## src/rtl/decoder38_pkg.sv

```systemverilog
// Shared definitions for the sequential 3-to-8 strobe decoder.
//   CODE_W / OUT_W      : code width and one-hot output width
//   ST_IDLE/DWELL/GAP   : state encodings, wrapped by the stateT enum
package decoder38_pkg;

    localparam int unsigned CODE_W = 3;
    localparam int unsigned OUT_W  = 8;

    localparam logic [1:0] ST_IDLE  = 2'd0;
    localparam logic [1:0] ST_DWELL = 2'd1;
    localparam logic [1:0] ST_GAP   = 2'd2;

    typedef enum logic [1:0] {
        sIdle  = ST_IDLE,
        sDwell = ST_DWELL,
        sGap   = ST_GAP
    } stateT;

endpackage

```

## src/rtl/decoder38_comb.sv

```systemverilog
// Purely combinational 3-to-8 one-hot decode.
//   iCode   : binary code
//   oOneHot : one-hot vector with bit iCode set
module decoder38_comb
    import decoder38_pkg::*;
(
    input  logic [CODE_W-1:0] iCode,
    output logic [OUT_W-1:0]  oOneHot
);

    always_comb begin
        oOneHot        = '0;
        oOneHot[iCode] = 1'b1;
    end

endmodule

```

## src/rtl/decoder38_strobe.sv

```systemverilog
// Sequential 3-to-8 decoder: each accepted code is shown one-hot on oData for
// DWELL cycles, followed by GAP all-zero cycles. A one-entry pending buffer
// lets the next code be handed over while the current one is displayed.
//   iClk, iRst_n : clock (rising edge), asynchronous active-low reset
//   iData/iValid : code input, accepted when iValid && oReady
//   oReady       : pending buffer empty (registered)
//   oData        : registered one-hot output
//   oBusy        : state is not idle
//   oDone        : pulse on the last cycle of each symbol
module decoder38_strobe
    import decoder38_pkg::*;
#(
    parameter int unsigned DWELL = 4, // must be >= 1
    parameter int unsigned GAP   = 1
) (
    input  logic              iClk,
    input  logic              iRst_n,
    input  logic [CODE_W-1:0] iData,
    input  logic              iValid,
    output logic              oReady,
    output logic [OUT_W-1:0]  oData,
    output logic              oBusy,
    output logic              oDone
);

    localparam int unsigned CNT_MAX = (DWELL > GAP) ? DWELL : GAP;
    localparam int unsigned CNT_W   = $clog2(CNT_MAX + 1);

    localparam logic [CNT_W-1:0] DWELL_LOAD = CNT_W'(DWELL - 1);
    localparam logic [CNT_W-1:0] GAP_LOAD   = CNT_W'((GAP > 0) ? GAP - 1 : 0);

    // A symbol that is a single dwell cycle with no gap ends on its first cycle.
    localparam logic DONE_ON_ENTRY = (GAP == 0) && (DWELL == 1);
    // A one-cycle gap is the symbol's last cycle as soon as it is entered.
    localparam logic DONE_ON_GAP   = (GAP == 1);
    localparam logic NO_GAP        = (GAP == 0);

    stateT             state;
    logic [CNT_W-1:0]  cnt;
    logic              bufFull;
    logic [CODE_W-1:0] bufCode;

    logic              accept;
    logic              cntZero;
    logic              symEnd;
    logic [CODE_W-1:0] loadCode;
    logic [OUT_W-1:0]  loadOneHot;

    assign oReady   = ~bufFull;
    assign accept   = iValid & oReady;
    assign cntZero  = (cnt == '0);
    // Current cycle is the last one of the displayed symbol.
    assign symEnd   = cntZero & ((state == sGap) | ((state == sDwell) & NO_GAP));
    // A buffered code always takes precedence; when empty, the live input is
    // loaded (from idle, or as a same-cycle bypass at end of symbol).
    assign loadCode = bufFull ? bufCode : iData;

    decoder38_comb uDecode (
        .iCode   (loadCode),
        .oOneHot (loadOneHot)
    );

    always_ff @(posedge iClk or negedge iRst_n) begin
        if (!iRst_n) begin
            state   <= sIdle;
            cnt     <= '0;
            bufFull <= 1'b0;
            bufCode <= '0;
            oData   <= '0;
            oBusy   <= 1'b0;
            oDone   <= 1'b0;
        end else begin
            oDone <= 1'b0;

            // Park a code that arrives mid-symbol; at symbol end it bypasses.
            if (accept && (state != sIdle) && !symEnd) begin
                bufFull <= 1'b1;
                bufCode <= iData;
            end

            unique case (state)
                sIdle: begin
                    if (accept) begin
                        state <= sDwell;
                        cnt   <= DWELL_LOAD;
                        oData <= loadOneHot;
                        oBusy <= 1'b1;
                        oDone <= DONE_ON_ENTRY;
                    end
                end
                sDwell, sGap: begin
                    if (symEnd) begin
                        if (bufFull || accept) begin
                            state   <= sDwell;
                            cnt     <= DWELL_LOAD;
                            oData   <= loadOneHot;
                            bufFull <= 1'b0;
                            oDone   <= DONE_ON_ENTRY;
                        end else begin
                            state <= sIdle;
                            oData <= '0;
                            oBusy <= 1'b0;
                        end
                    end else if (!cntZero) begin
                        cnt   <= cnt - CNT_W'(1);
                        // Next cycle is the last one of the symbol.
                        oDone <= (cnt == CNT_W'(1)) && ((state == sGap) || NO_GAP);
                    end else begin
                        // Dwell finished and a gap follows.
                        state <= sGap;
                        cnt   <= GAP_LOAD;
                        oData <= '0;
                        oDone <= DONE_ON_GAP;
                    end
                end
                default: begin
                    state <= sIdle;
                    oData <= '0;
                    oBusy <= 1'b0;
                end
            endcase
        end
    end

endmodule

```

## config.mk

```make
export PLATFORM = sky130hd
export DESIGN_NAME = decoder38_strobe
export DESIGN_NICKNAME = d
export VERILOG_FILES = /design/src/rtl/decoder38_pkg.sv /design/src/rtl/decoder38_comb.sv /design/src/rtl/decoder38_strobe.sv
export SDC_FILE = /design/constraint.sdc
export NUM_CORES = 1
export LEC_CHECK = 0
export CORE_ASPECT_RATIO = 1.2
export CORE_MARGIN = 1.5
export CORE_UTILIZATION = 36
export CTS_CLUSTER_DIAMETER = 80
export CTS_CLUSTER_SIZE = 10
export DETAILED_ROUTE_END_ITERATION = 10
export GPL_ROUTABILITY_DRIVEN = 1
export SETUP_SLACK_MARGIN = 0.02
export SLEW_MARGIN = 20
export SYNTH_ARGS = -nofsm -noshare
export SYNTH_HDL_FRONTEND = slang
export SYNTH_SLANG_ARGS = --single-unit
```

## constraint.sdc

```tcl
create_clock -name iClk -period 2 [get_ports iClk]
set_clock_uncertainty 0.15 [all_clocks]
set_input_delay 0.4 -clock iClk [delete_from_list [all_inputs] [get_ports iClk]]
set_output_delay 0.4 -clock iClk [all_outputs]
set_load 0.005 [all_outputs]
```

* Word level (Yosys, flattened, before mapping)
Cells that the tools add are included.
Word-level totals: output and inout bits 11, flip-flop bits (word level) 19, input port bits 6
Cells by class: $add $sub $neg 1, $lt $le $gt $ge 2, reductions and logical operators 14, equal/unequal tests 8, bitwise gates (word level) 3, multiplexer cells 29
Operators by type and width (count):
- 8-bit two-way mux | 4
- 8-bit case mux with 2 select lines | 1
- 3-bit two-way mux | 5
- 1-bit two-way mux | 12
- 2-bit two-way mux | 3
- 2-bit != test (second input constant) | 3
- 3-bit != test (second input constant) | 2
- 3-bit case mux with 2 select lines | 1
- 3-bit AND reduction | 2
- 1-bit logical AND | 4
- 3-bit by 4-bit < comparator with 1-bit output (second input constant) | 1
- 2-bit case mux with 2 select lines | 1
- 2-bit nonzero test | 2
- 1-bit demux with 3-bit select | 1
- 3-bit by 1-bit == test with 1-bit output (second input constant) | 1
- 3-bit by 1-bit >= comparator with 1-bit output (second input constant) | 1
- 3-bit zero test | 1
- 3-bit by 1-bit subtractor with 3-bit output (second input constant) | 1
- 1-bit bitwise AND | 2
- 2-bit by 1-bit == test with 1-bit output (second input constant) | 1
- 2-bit == test (second input constant) | 1
- 2-bit zero test | 1
- 1-bit case mux with 2 select lines | 1
- 2-bit AND reduction | 1
- other kinds (4) | 4

* Depth between registers and ports, before layout
depth after elaboration 8, gate-level depth with buffers 7, mapped depth without buffers 6

* By module
From an unflattened synthesis, not the netlist that was laid out.
Second synthesis, totals: cell total of the unflattened synthesis 109, area, all modules 1088.5 um^2
Modules (own cells, without submodules):
- decoder38_strobe | sequential area each 475.5 um^2, cells each 101, area each 1023.5 um^2, instances 1
- decoder38_comb | sequential area each 0.0 um^2, cells each 8, area each 65.1 um^2, instances 1

* Least setup slack after synthesis
Ideal clock, no wire load.
path type flip-flop to flip-flop, start register cnt[0], end register oData[5], arrival 1669 ps, period minus slack after synthesis 1896 ps, setup time 77 ps, required time 1773 ps, stages on the path, launching flop included 7, path slack 104 ps, path through dfrtp_1 -> inv_1 -> ha_1 -> nand2b_4 -> a22o_1 -> or4b_4 -> o21ai_1
On the way: word-level cells in the longest chain between the ends 4
RTL lines:
- start: declaration | line decoder38_strobe.sv:39 | logic [CNT_W-1:0] cnt;
- start signal: assignment | line decoder38_strobe.sv:105 | cnt <= cnt - CNT_W'(1);
- 3-bit zero test (*) | line decoder38_strobe.sv:51 | assign cntZero = (cnt == '0);
- 1-bit bitwise AND | line decoder38_strobe.sv:53 | assign symEnd = cntZero & ((state == sGap) | ((state == sDwell) & NO_GAP));
- 8-bit two-way mux or 3-bit != test (tied branches)
- 8-bit case mux with 2 select lines or 2-bit AND reduction (tied branches)
- end signal: assignment | line decoder38_strobe.sv:86 | oData <= loadOneHot;
- end signal: assignment | line decoder38_strobe.sv:96 | oData <= loadOneHot;
- end: declaration | line decoder38_strobe.sv:21 | output logic [OUT_W-1:0] oData,
Mark *: on every way between the ends. The rest lies on a longest branch, timed or not. A chain may end at the register's enable or synchronous reset.

* Final worst setup path
start register state[1], end register oData[3]
On the way: word-level cells in the longest chain between the ends 4
RTL lines:
- start: declaration | line decoder38_strobe.sv:38 | stateT state;
- start signal: assignment | line decoder38_strobe.sv:65 | state <= sIdle;
- start signal: assignment | line decoder38_strobe.sv:84 | state <= sDwell;
- start signal: assignment | line decoder38_strobe.sv:94 | state <= sDwell;
- 2-bit == test or 2-bit by 1-bit == test with 1-bit output (tied branches) | line decoder38_strobe.sv:53, decoder38_strobe.sv:81
- 1-bit bitwise AND or 2-bit OR reduction (tied branches) | line decoder38_strobe.sv:53, decoder38_strobe.sv:81
- 8-bit two-way mux or 3-bit != test (tied branches)
- 8-bit case mux with 2 select lines or 2-bit AND reduction (tied branches)
Parallel ways exist; a longest one is shown, timed or not.

==> results.tsv <==
metric	value	unit
yosys_warnings	0	
cp_slowest_cell	or4b_4	
required	2.06	ns
io_pins	17	
swShare	0.381	
layout_commonest_cell	dfrtp_1	
wl_per_cell	12.4	um
fin_nets	150	
crit_type	flip-flop to flip-flop	
worst_pin_slew	0.300	ns
intPower	1320	uW
synth_area_leader_cell	dfrtp_1	
path_clk_slew	0.10	ns
n_antenna_cell	0	
worst_hold_path_type	input port to asynchronous set/reset pin	
htree_levels	1	
grt_pass1_vias	807	
drv_cap	0	
postCtsHoldBufs	0	
power_switching	812	uW
dp_worst_setup_slack	-0.141	ns
relSlewSlack	0.800	
core	2760	um^2
timing.final.crit_share	0.961	
die-width	51.6	um
cts_buffer_depth	2	
synth_top_area_frac	0.465	
fp.dieH	61.4	um
vias	873	
syn_inst	104	
r2r-end	oData[3]	
synth_nets	116	
area_delta_synth_final	37.3	%
r2r-start	state[1]	
synth.area.top_cells	dfrtp_1, ha_1, mux2_2, nand2_1, o21ai_1	
worst_slack	0.0781	ns
vias_per_cell	5.11	
drv_slew	0	
finalSetupViolCount	0	
postRouteAntennaNets	0	
wl	2120	um
fillCellCount	272	
cts_sinks	19	
synthArstFlopShare	1.00	
dp_hpwl	1680	um
synthesis.area	1020	um^2
vdd.ir_drop.worst	0.840	mV
tritoncts	yes	
syn_avg_cell_area	9.83	um^2
cp_max_fo	4	
finalHoldViolations	0	
p_per_area	1520	nW/um^2
p_comb_frac	0.599	
crit_path_max_incr_delay	0.54	ns
ys_ff_latch	19	
insertion_delay	0.29	ns
rows	21	
reg2reg_depth	6	
drc_errors	0	
track_usage	0.144	
worstPathCellList	inv_1 > ha_4 > o21a_1 > a21oi_2 > or4b_4 > o21ai_1	
start_util	0.371	
dieArea	3170	um^2
status	finished clean	
yosysUniqueCellTypes	31	
grt_max_degree	20	
hold_ws	0.290	ns
start_kind	flip-flop	
period_needed	1.92	ns
grt_pass1_wl	3330	um
cp.arrival	1.99	ns
r2r_slack	0.08	ns
final_cell_mix	dfrtp_1, clkdlybuf4s50_1, buf_4	
synth-edff-count	0	
utilization	0.509	
drive_gt1_frac	0.270	
antenna_found_initial	0	
grt_overflow_total	0	
root_buffer	clkbuf_4	
drt-initial-drc-count	11	
numCtsBuffers	3	
synth.yosys.seq_area_share	0.465	
power_frac_clock	0.088	
portBuffers	16	
max_freq	520	MHz
seqPwrFrac	0.314	
rsz0062_at_grt	no	
synth_ff_type	dfrtp_1	
gp_congestion	0.758	
p_leak	0.000605	uW
drt_pass1_iterations	4	
end_kind	flip-flop	
area by class of cell:
type,count,area (um^2),share of cell area
Clock buffer,4,26.3,0.0187
Timing Repair Buffer,31,273,0.194
Multi-Input combinational cell,75,556,0.396
Sequential cell,19,477,0.340
Inverter,8,30.0,0.0214
Tap cell,34,42.5,0.0303
worst max-delay path: cells and delay by family, from the launching register on:
kind | cells | cell delay, ns
and+or+nand+nor | 1 | 0.54
DFF | 1 | 0.43
AOI/OAI and AO/OA | 3 | 0.35
adders and majority gates | 1 | 0.29
buffers and inverters | 1 | 0.09
synthesized netlist by cell type, types with 2 or more instances:
cell and count:
nor3_1 3, dfrtp_1 19, nor2_1 5, nor2b_1 2, and2_1 2, ha_1 6, nand2b_1 2, a32oi_1 2
a21oi_1 4, mux2_2 6, inv_1 8, clkbuf_1 2, o21ai_0 4, nand2_1 14, o21ai_1 8, nand3_1 2
registers in the layout (all words and copies together), names as in the netlist:
name and cells:
bufCode 3, bufFull 1, cnt 3, oBusy 1
oData 8, oDone 1, state 2
power groups by stage:
stage	logic, uW	registers [uW]	clock network [uW]
after floorplan	667	657	0
after CTS	1150	684	198
after global routing	1410	694	215
final	1270	668	187
after detailed placement	1140	689	0
after global placement	1120	679	0
kinds of logic after synthesis:
logic type,Yosys count,synth area share
DFF,19,0.465
muxes,6,0.0661
and+or+nand+nor,37,0.198
adders and majority gates,6,0.0734
AOI/OAI and AO/OA,26,0.160
buffers and inverters,10,0.0367
worst max-delay path by stage:
| stage | startpoint | endpoint | slack [ns] | cells after the start |
|---|---|---|---|---|
| after global placement | iValid | oData[5] | -0.09 | 5 |
| after CTS | state[0] | oData[5] | 0.03 | 5 |
| final | state[1] | oData[3] | 0.08 | 6 |
| after floorplan | cnt[0] | oData[5] | 0.10 | 6 |
| after global routing | cnt[1] | oData[3] | 0.02 | 6 |
| after detailed placement | iValid | oData[5] | -0.14 | 5 |
per-layer routing:
| metal | GRT usage | vias up | part of all wire |
|---|---|---|---|
| met1 | 0.151 | 418 | 0.42 |
| met5 | 0 | - | 0 |
| met4 | 0.0677 | 0 | 0.0066 |
| li1 | - | 432 | - |
| met3 | 0.0218 | 2 | 0.033 |
| met2 | 0.280 | 21 | 0.54 |
per-stage QoR:
step	power (uW)	setup TNS [ns]	area [um^2]	cells
3_5_place_dp	1830	-1.09	1310	164
3_3_place_gp	1800	-0.775	1310	164
4_1_cts	2030	0	1340	168
6_report	2130	0	1400	171
2_1_floorplan	1320	0	1020	104
5_1_grt	2320	0	1400	171
repair_timing:
action                     CTS  global route
setup endpoints to repair   11            11
resized for setup            3             8
setup buffers                0             3
pin swaps                    0             1
Note: power is estimated with default switching activity, not from simulation.
